## config.mk

```make
export PLATFORM = sky130hd
export DESIGN_NAME = keypad_lock_ctrl
export DESIGN_NICKNAME = d
export VERILOG_FILES = /design/src/rtl/keypad_lock_ctrl_pkg.sv /design/src/rtl/keypad_lock_ctrl_lock_timer.sv /design/src/rtl/keypad_lock_ctrl.sv
export SDC_FILE = /design/constraint.sdc
export NUM_CORES = 1
export LEC_CHECK = 0
export ABC_CLOCK_PERIOD_IN_PS = 2020
export BUFFER_PORTS_ARGS = -buffer_cell sky130_fd_sc_hd__clkbuf_2
export CORE_UTILIZATION = 40
export CTS_BUF_LIST = sky130_fd_sc_hd__clkbuf_8
export CTS_CLUSTER_DIAMETER = 30
export DETAILED_ROUTE_END_ITERATION = 8
export PLACE_DENSITY = 0.67
export SETUP_SLACK_MARGIN = 0.05
export SYNTH_ARGS = -nofsm -noshare
export SYNTH_HDL_FRONTEND = slang
export SYNTH_SLANG_ARGS = --single-unit
```

## constraint.sdc

```tcl
create_clock -name CLK -period 2.02 [get_ports CLK]
set_input_delay 0.202 -clock CLK [delete_from_list [all_inputs] [get_ports CLK]]
set_output_delay 0.202 -clock CLK [all_outputs]
set_load 0.1 [all_outputs]
```

## src/rtl/keypad_lock_ctrl_pkg.sv

```systemverilog
// Shared key codes, FSM encoding and the default "PASS" glyph word for the lock controller.
// The default glyph word is also used by the seven-segment decoder downstream.
package keypad_lock_ctrl_pkg;

  localparam logic [3:0]  KEY_CLR       = 4'hE;
  localparam logic [3:0]  KEY_ENT       = 4'hF;
  localparam logic [3:0]  KEY_DIGIT_MAX = 4'h9;
  localparam logic [11:0] PASS_CODE_DEF = 12'hBCC;
  localparam logic [1:0]  DIGITS_MAX    = 2'd3;

  typedef enum logic [1:0] {
    ST_ENTRY   = 2'd0,
    ST_CHECK   = 2'd1,
    ST_PASS    = 2'd2,
    ST_LOCKOUT = 2'd3
  } state_e;

  function automatic logic is_digit(input logic [3:0] code);
    return code <= KEY_DIGIT_MAX;
  endfunction

endpackage

```

## src/rtl/keypad_lock_ctrl_lock_timer.sv

```systemverilog
// Lockout duration counter: load clears it, enable counts up, done flags the final cycle.
// Only instantiated when LOCKOUT_TIMEOUT_EN is defined.
module lock_timer #(
  parameter logic [31:0] LIMIT = 32'd500_000_000
) (
  input  logic CLK,
  input  logic RSTn,
  input  logic load_i,
  input  logic en_i,
  output logic done_o
);

  logic [31:0] cnt_q, cnt_d;

  always_comb begin
    cnt_d = cnt_q;
    if (load_i)    cnt_d = 32'd0;
    else if (en_i) cnt_d = cnt_q + 32'd1;
  end

  always_ff @(posedge CLK or negedge RSTn) begin
    if (!RSTn) cnt_q <= 32'd0;
    else       cnt_q <= cnt_d;
  end

  assign done_o = en_i && (cnt_q == LIMIT - 32'd1);

endmodule

```

## src/rtl/keypad_lock_ctrl.sv

```systemverilog
// Keypad password controller: assembles 3 BCD digits, checks them against secret, locks out
// after MAX_TRIES misses. LOCKOUT_TIMEOUT_EN adds a timed exit from lockout (LOCK_CYCLES).
module keypad_lock_ctrl
  import keypad_lock_ctrl_pkg::*;
#(
  parameter int          MAX_TRIES   = 6,
`ifdef LOCKOUT_TIMEOUT_EN
  parameter logic [31:0] LOCK_CYCLES = 32'd500_000_000,
`endif
  parameter logic [11:0] PASS_CODE   = PASS_CODE_DEF
) (
  input  logic        CLK,
  input  logic        RSTn,
  input  logic        key_valid,
  input  logic [3:0]  key_code,
  input  logic [11:0] secret,
  output logic [11:0] data,
  output logic [3:0]  tries,
  output logic [1:0]  times,
  output logic        unlocked,
  output logic        locked_out
);

  localparam logic [3:0] MAX_T = 4'(MAX_TRIES);

  state_e      state_q, state_d;
  logic [11:0] data_q, data_d;
  logic [3:0]  tries_q, tries_d;
  logic [1:0]  times_q, times_d;
  logic        unlocked_q, unlocked_d;
  logic        locked_q, locked_d;
  logic        tmr_load;
  logic        tmr_done;

`ifdef LOCKOUT_TIMEOUT_EN
  lock_timer #(.LIMIT(LOCK_CYCLES)) u_lock_timer (
    .CLK    (CLK),
    .RSTn   (RSTn),
    .load_i (tmr_load),
    .en_i   (state_q == ST_LOCKOUT),
    .done_o (tmr_done)
  );
`else
  assign tmr_done = 1'b0;
`endif

  always_comb begin
    state_d    = state_q;
    data_d     = data_q;
    tries_d    = tries_q;
    times_d    = times_q;
    unlocked_d = unlocked_q;
    locked_d   = locked_q;
    tmr_load   = 1'b0;

    unique case (state_q)
      ST_ENTRY: begin
        if (key_valid) begin
          if (is_digit(key_code)) begin
            // A full entry ignores further digits rather than shifting the oldest out.
            if (times_q != DIGITS_MAX) begin
              data_d  = {data_q[7:0], key_code};
              times_d = times_q + 2'd1;
            end
          end else if (key_code == KEY_CLR) begin
            data_d  = 12'd0;
            times_d = 2'd0;
          end else if (key_code == KEY_ENT && times_q == DIGITS_MAX) begin
            state_d = ST_CHECK;
          end
        end
      end

      ST_CHECK: begin
        data_d  = 12'd0;
        times_d = 2'd0;
        if (data_q == secret) begin
          state_d    = ST_PASS;
          data_d     = PASS_CODE;
          unlocked_d = 1'b1;
          tries_d    = 4'd0;
        end else if (tries_q + 4'd1 >= MAX_T) begin
          state_d  = ST_LOCKOUT;
          tries_d  = MAX_T;
          locked_d = 1'b1;
          tmr_load = 1'b1;
        end else begin
          state_d = ST_ENTRY;
          tries_d = tries_q + 4'd1;
        end
      end

      ST_PASS: begin
        if (key_valid && key_code == KEY_CLR) begin
          state_d    = ST_ENTRY;
          data_d     = 12'd0;
          times_d    = 2'd0;
          unlocked_d = 1'b0;
        end
      end

      ST_LOCKOUT: begin
        if (tmr_done) begin
          state_d  = ST_ENTRY;
          tries_d  = 4'd0;
          locked_d = 1'b0;
          data_d   = 12'd0;
        end
      end

      default: state_d = ST_ENTRY;
    endcase
  end

  always_ff @(posedge CLK or negedge RSTn) begin
    if (!RSTn) begin
      state_q    <= ST_ENTRY;
      data_q     <= 12'd0;
      tries_q    <= 4'd0;
      times_q    <= 2'd0;
      unlocked_q <= 1'b0;
      locked_q   <= 1'b0;
    end else begin
      state_q    <= state_d;
      data_q     <= data_d;
      tries_q    <= tries_d;
      times_q    <= times_d;
      unlocked_q <= unlocked_d;
      locked_q   <= locked_d;
    end
  end

  assign data       = data_q;
  assign tries      = tries_q;
  assign times      = times_q;
  assign unlocked   = unlocked_q;
  assign locked_out = locked_q;

endmodule

```

* Word level (Yosys, flattened, before mapping) *
Cells that the tools add are included.
Widths: inputs -> output; s select.

cells by class
  $add $sub $neg = 2
  magnitude comparators = 2
  equality and inequality tests = 16
  multiplexer cells = 25
  bitwise gates (word level) = 2
  reduce and logical (&&, ||, !) cells = 10

operators by type and width
  operator             number
  $mux 12              6
  $pmux 12 s3          1
  $mux 2               11
  $ne 2x2->1 const B   7
  $eq 12x12->1         1
  $pmux 2 s3           2
  $reduce_and 5->1     2
  $eq 4x4->1 const B   2
  $mux 4               2
  $eq 2x2->1 const B   3
  $ne 3x3->1 const B   2
  $reduce_and 3->1     2
  $reduce_and 6->1     1
  $add 4x1->4 const B  1
  $ge 4x3->1 const B   1
  $le 4x4->1 const B   1
  $reduce_bool 3->1    1
  $add 2x1->2 const B  1
  $eq 2x1->1 const B   1
  $logic_and 1x1->1    2
  $logic_not 2->1      1
  $mux 1               2
  $not 1->1            2
  $pmux 1 s2           1
  $reduce_bool 2->1    1

storage, ports and cells
  register bits after elaboration = 22
  bits of input ports = 19
  output and inout bits = 20
  word-level logic and storage cells = 63

* Logic depth before layout (Yosys ltp) *
  depth after elaboration = 7
  gate-level depth with buffers = 9

* Least setup slack after synthesis *
No wires, ideal clock.

  path kind = flip-flop to flip-flop
  from = register times_q[0] (netlist: times[0])
  to = register data_q[2] (netlist: data[2])
  setup time = 0.120 ns
  arrival = 2.313 ns
  required time = 1.900 ns
  setup slack = -0.413 ns
  cell stages (with the launch flop) = 8
  buffers on the path = 2
  period minus slack after synthesis = 2.433 ns
  cells stage by stage = dfrtp_1 -> ha_1 -> and2_1 -> o2bb2ai_1 -> or4_1 -> buf_6 -> buf_6 -> a21o_1

between the ends
  longest elaborated chain between the ends = 3

ends and longest elaborated chain
  item                               RTL line                 source
  from (decl)                        keypad_lock_ctrl.sv:29   logic [1:0] times_q, times_d;
  from (signal assigned)             keypad_lock_ctrl.sv:127  times_q <= times_d;
  $ne 2x2->1                         keypad_lock_ctrl.sv:61   if (times_q != DIGITS_MAX) begin
  $ne 3x3->1 (no source line)        --
  $reduce_and 5->1 (no source line)  --
  to (signal assigned)               keypad_lock_ctrl.sv:125  data_q <= data_d;
  to (decl)                          keypad_lock_ctrl.sv:27   logic [11:0] data_q, data_d;

Every way passes these cells.
A chain may end at the register's enable or synchronous reset.

* Worst setup path in the final report *
  from = register times_q[0] (netlist: times[0])
  to = register times_q[0] (netlist: times[0])

between the ends
  longest elaborated chain between the ends = 5
  elaborated cells between the ends (all ways) = 8

ends and longest elaborated chain
  item         RTL line                source
  $add 2x1->2  keypad_lock_ctrl.sv:63  times_d = times_q + 2'd1;
  $mux 2       keypad_lock_ctrl.sv:61
  $mux 2       keypad_lock_ctrl.sv:59  if (is_digit(key_code)) begin
  $mux 2       keypad_lock_ctrl.sv:58  if (key_valid) begin
  $pmux 2 s3   keypad_lock_ctrl.sv:56  unique case (state_q)

Several ways; a longest one is shown, not always the timed one. The select of a mux whose other input is x is not followed.

==> impl_results.md <==
- Number of synthesized flops with an enable pin: 0
- Hold/Removal Path Class: input pin to flip-flop
- Clock transition at path regs: around 0.080 ns
- Register area: about 580 um2
- Initial core utilization: roughly 42%
- Clk_lat worst skew: between 0.2 and 0.3 ns
- Startpoint types: flip-flop
- Fin. Hold Viols: 0
- Cell class contributing the biggest share of worst-path delay: simple AND/OR/NAND/NOR gates
- Drt via density: around 5
- Nets: about 210
- Rows: 20
- Die X: 58.68 um
- Core Region: about 0.0031 mm2
- Synth unique cells: 30
- Pin count of the biggest net entering global routing: 23
- Syn_area_per_cell: 9.244 um2
- Clock Skew: between 0.004 and 0.005 ns
- DP HPWL: about 2100 um
- Root Buffer: clkbuf_8
- Gr usage total: a little under a fifth
- Sw Share: 55.97%
- Status: complete, no violations
- GRT overflow: 0
- Layout area overhead: 34.27%
- Count of input and output buffers: 38
- Power Total: 2.911 mW
- DRC: 0
- ANT nets after route: 0
- Via count: roughly 1100
- Pre-CTS WS: about 0.020 ns
- P_leak: 0.8664 nW
- Max-slew violation count: 0
- Synth area leader: dfrtp_1
- Global-route wire length before repair: 4788 um
- Post-synth top area share: around 43%
- TritonCTS clock tree: built
- Fillers: between 200 and 300
- Pin slew with the least headroom to its limit: ~0.55 ns
- Relative slew slack: between 60% and 70%
- Num CTS Buffers: 3
- Setup TNS: 0 ns
- Initial antenna violation count: 0
- Comb power frac: a little under two thirds
- Worst Path Buf+Inv: 1
- Pre-antenna DRT Iters: 4
- Total die area: 0.003443 mm2
- Cell area after synthesis: 0.001285 mm2
- Fin crit period: 1.959 ns
- Fmax achieved: between 500 and 600 MHz
- Cell Chain, Critical Path: ha_4 > and2_4 > o2bb2ai_1 > or4_4 > buf_6 > nor3b_2 > a21o_1
- Max Cap Viol: 0
- Commonest cells post-synth: 22 x dfrtp_1, 22 x nand2_1, 14 x xor2_1
- Share of cells above drive strength 1: 41.40%
- CP max stage delay: 0.56 ns
- Final WS setup: 0.06134 ns
- Path type of the worst setup path: flip-flop to flip-flop
- Vias in the first global route: ~1100
- RSZ-0062 raised after global routing: true
- Crit path DAT: ~2.2 ns
- Synth async-reset ratio: 100.0%
- Area contributors post-synth: dfrtp_1 43%, xor2_1 9.5%, ha_1 6.8%, nand2_1 6.4%, a21o_1 4.7%
- Tcrit/Tclk final: 96.96%
- Yosys reg bits: 22
- Top FF cell, synth: dfrtp_1
- Area of the multi-input gates: around 730 um2
- Total wire length: around 2900 um
- Sequential area share after synthesis: 42.84%
- I/O pins: 39
- Net switching power: 1.629 mW
- Power Density: 1687 mW/mm2
- Clock sink count: 22
- Worst-path fanout max: 5
- GPL Wtd Cong: a little over 0.8
- Routed wire length per instance: 12.56 um
- Final antenna diode count: 0
- Int Pwr: 1.282 mW
- Part of the power in the clock network: between 10% and 20%
- Synth Instances: ~140
- Worst vdd ir: around 0.9 mV
- Starting DRC count in detailed routing: 30
- Final setup fails: 0
- Worst Setup End Kind: flip-flop
- Post-Syn Nets: between 150 and 200
- Slowest cell on crit path: or4_4
- Critical path required time: around 2.2 ns
- Max Buffers Root-to-Sink: 2
- Sequential Power Share: about a quarter
- Ys Warns: 0
- Htree depth: 1
- Die Ht: approximately 59 um
flip-flops by register name, indices dropped and copies added, names as in the netlist:
name        count
data           12
locked_out      1
state_q         2
times           2
tries           4
unlocked        1
worst paths after layout:
check	startpoint	endpoint	slack [ns]	depth (start not counted)
max	times[0]	times[0]	0.06	7
min	key_code[1]	data[1]	0.20	3
max reg2reg	times[0]	times[0]	0.06	7
max in group asynchronous	RSTn	times[0]	1.12	2
min in group asynchronous	RSTn	tries[3]	0.47	2
min reg2reg	locked_out	locked_out	0.47	1
worst reg2reg max path, cell delays in order, from the launching register on:
cell and delay [ns]:
dfrtp_4 0.52, ha_4 0.17, and2_4 0.12, o2bb2ai_1 0.12, or4_4 0.56, buf_6 0.16
nor3b_2 0.16, a21o_1 0.10
placed cells by master, fill, tap and decap left out, types with 2 or more instances in the layout:
cell,instances
nor4_4,2
ha_1,5
inv_1,8
nand3_1,5
dfrtp_4,2
a21o_1,8
nor2b_1,2
clkbuf_2,38
xor2_1,14
o21ai_1,6
o21ai_0,8
dfrtp_1,6
dfrtp_2,14
a21oi_1,9
o21a_1,2
buf_4,6
nand4_1,2
nor2_1,2
nand2_1,22
clkbuf_8,4
metrics by stage:
step           std cells  area, um2  utilization (%)  hold WS, ns
3_5_place_dp         222       1587            51.97       0.2239
5_1_grt              230       1725            56.52       0.1984
4_1_cts              228       1670            54.71       0.1980
6_report             230       1725            56.52       0.1969
2_1_floorplan        139       1341                -     -0.09359
3_3_place_gp         222       1587            51.97       0.2152
final cells by class:
| class | instances | area share [%] |
|---|---|---|
| clock buffers | 4 | 3.191 |
| inverters | 8 | 1.740 |
| multi-input cells | 105 | 42.49 |
| flip-flops and latches | 22 | 33.36 |
| well taps | 44 | 3.191 |
| repair buffers | 47 | 16.03 |
cell families after synthesis:
group                      count (synthesis)  synth area share, %
AOI/OAI and AO/OA                         41                19.67
xor gates and xnor gates                  14                9.543
adders and majority gates                  7                6.816
buffers and inverters                     12                5.258
DFF                                       22                42.84
and+or+nand+nor                           43                15.87
routing by layer:
layer	up-vias	track usage [%]	part of all wire (%)
li1	575	-	-
met2	29	32.84	51
met3	4	2.637	3.2
met1	538	22.42	45
met4	0	6.122	0.93
met5	-	0	0
repair_timing:
item                                   CTS  global route
resized for setup                        3             9
cloned                                   0             1
setup endpoints to repair                7            10
pin swaps                                0             1
buffers inserted                         1             1
endpoints found under the hold margin   22             0
hold buffers                             1             0
power by group through the flow:
stage          clock, mW  sequential (mW)  combinational, mW
2_1_floorplan          0             1.48              0.690
3_3_place_gp           0            0.732               1.70
3_5_place_dp           0            0.743               1.73
4_1_cts            0.325            0.733               1.78
5_1_grt            0.345            0.754               2.01
6_report           0.317            0.735               1.86
Power figures use the tool's default switching activity.
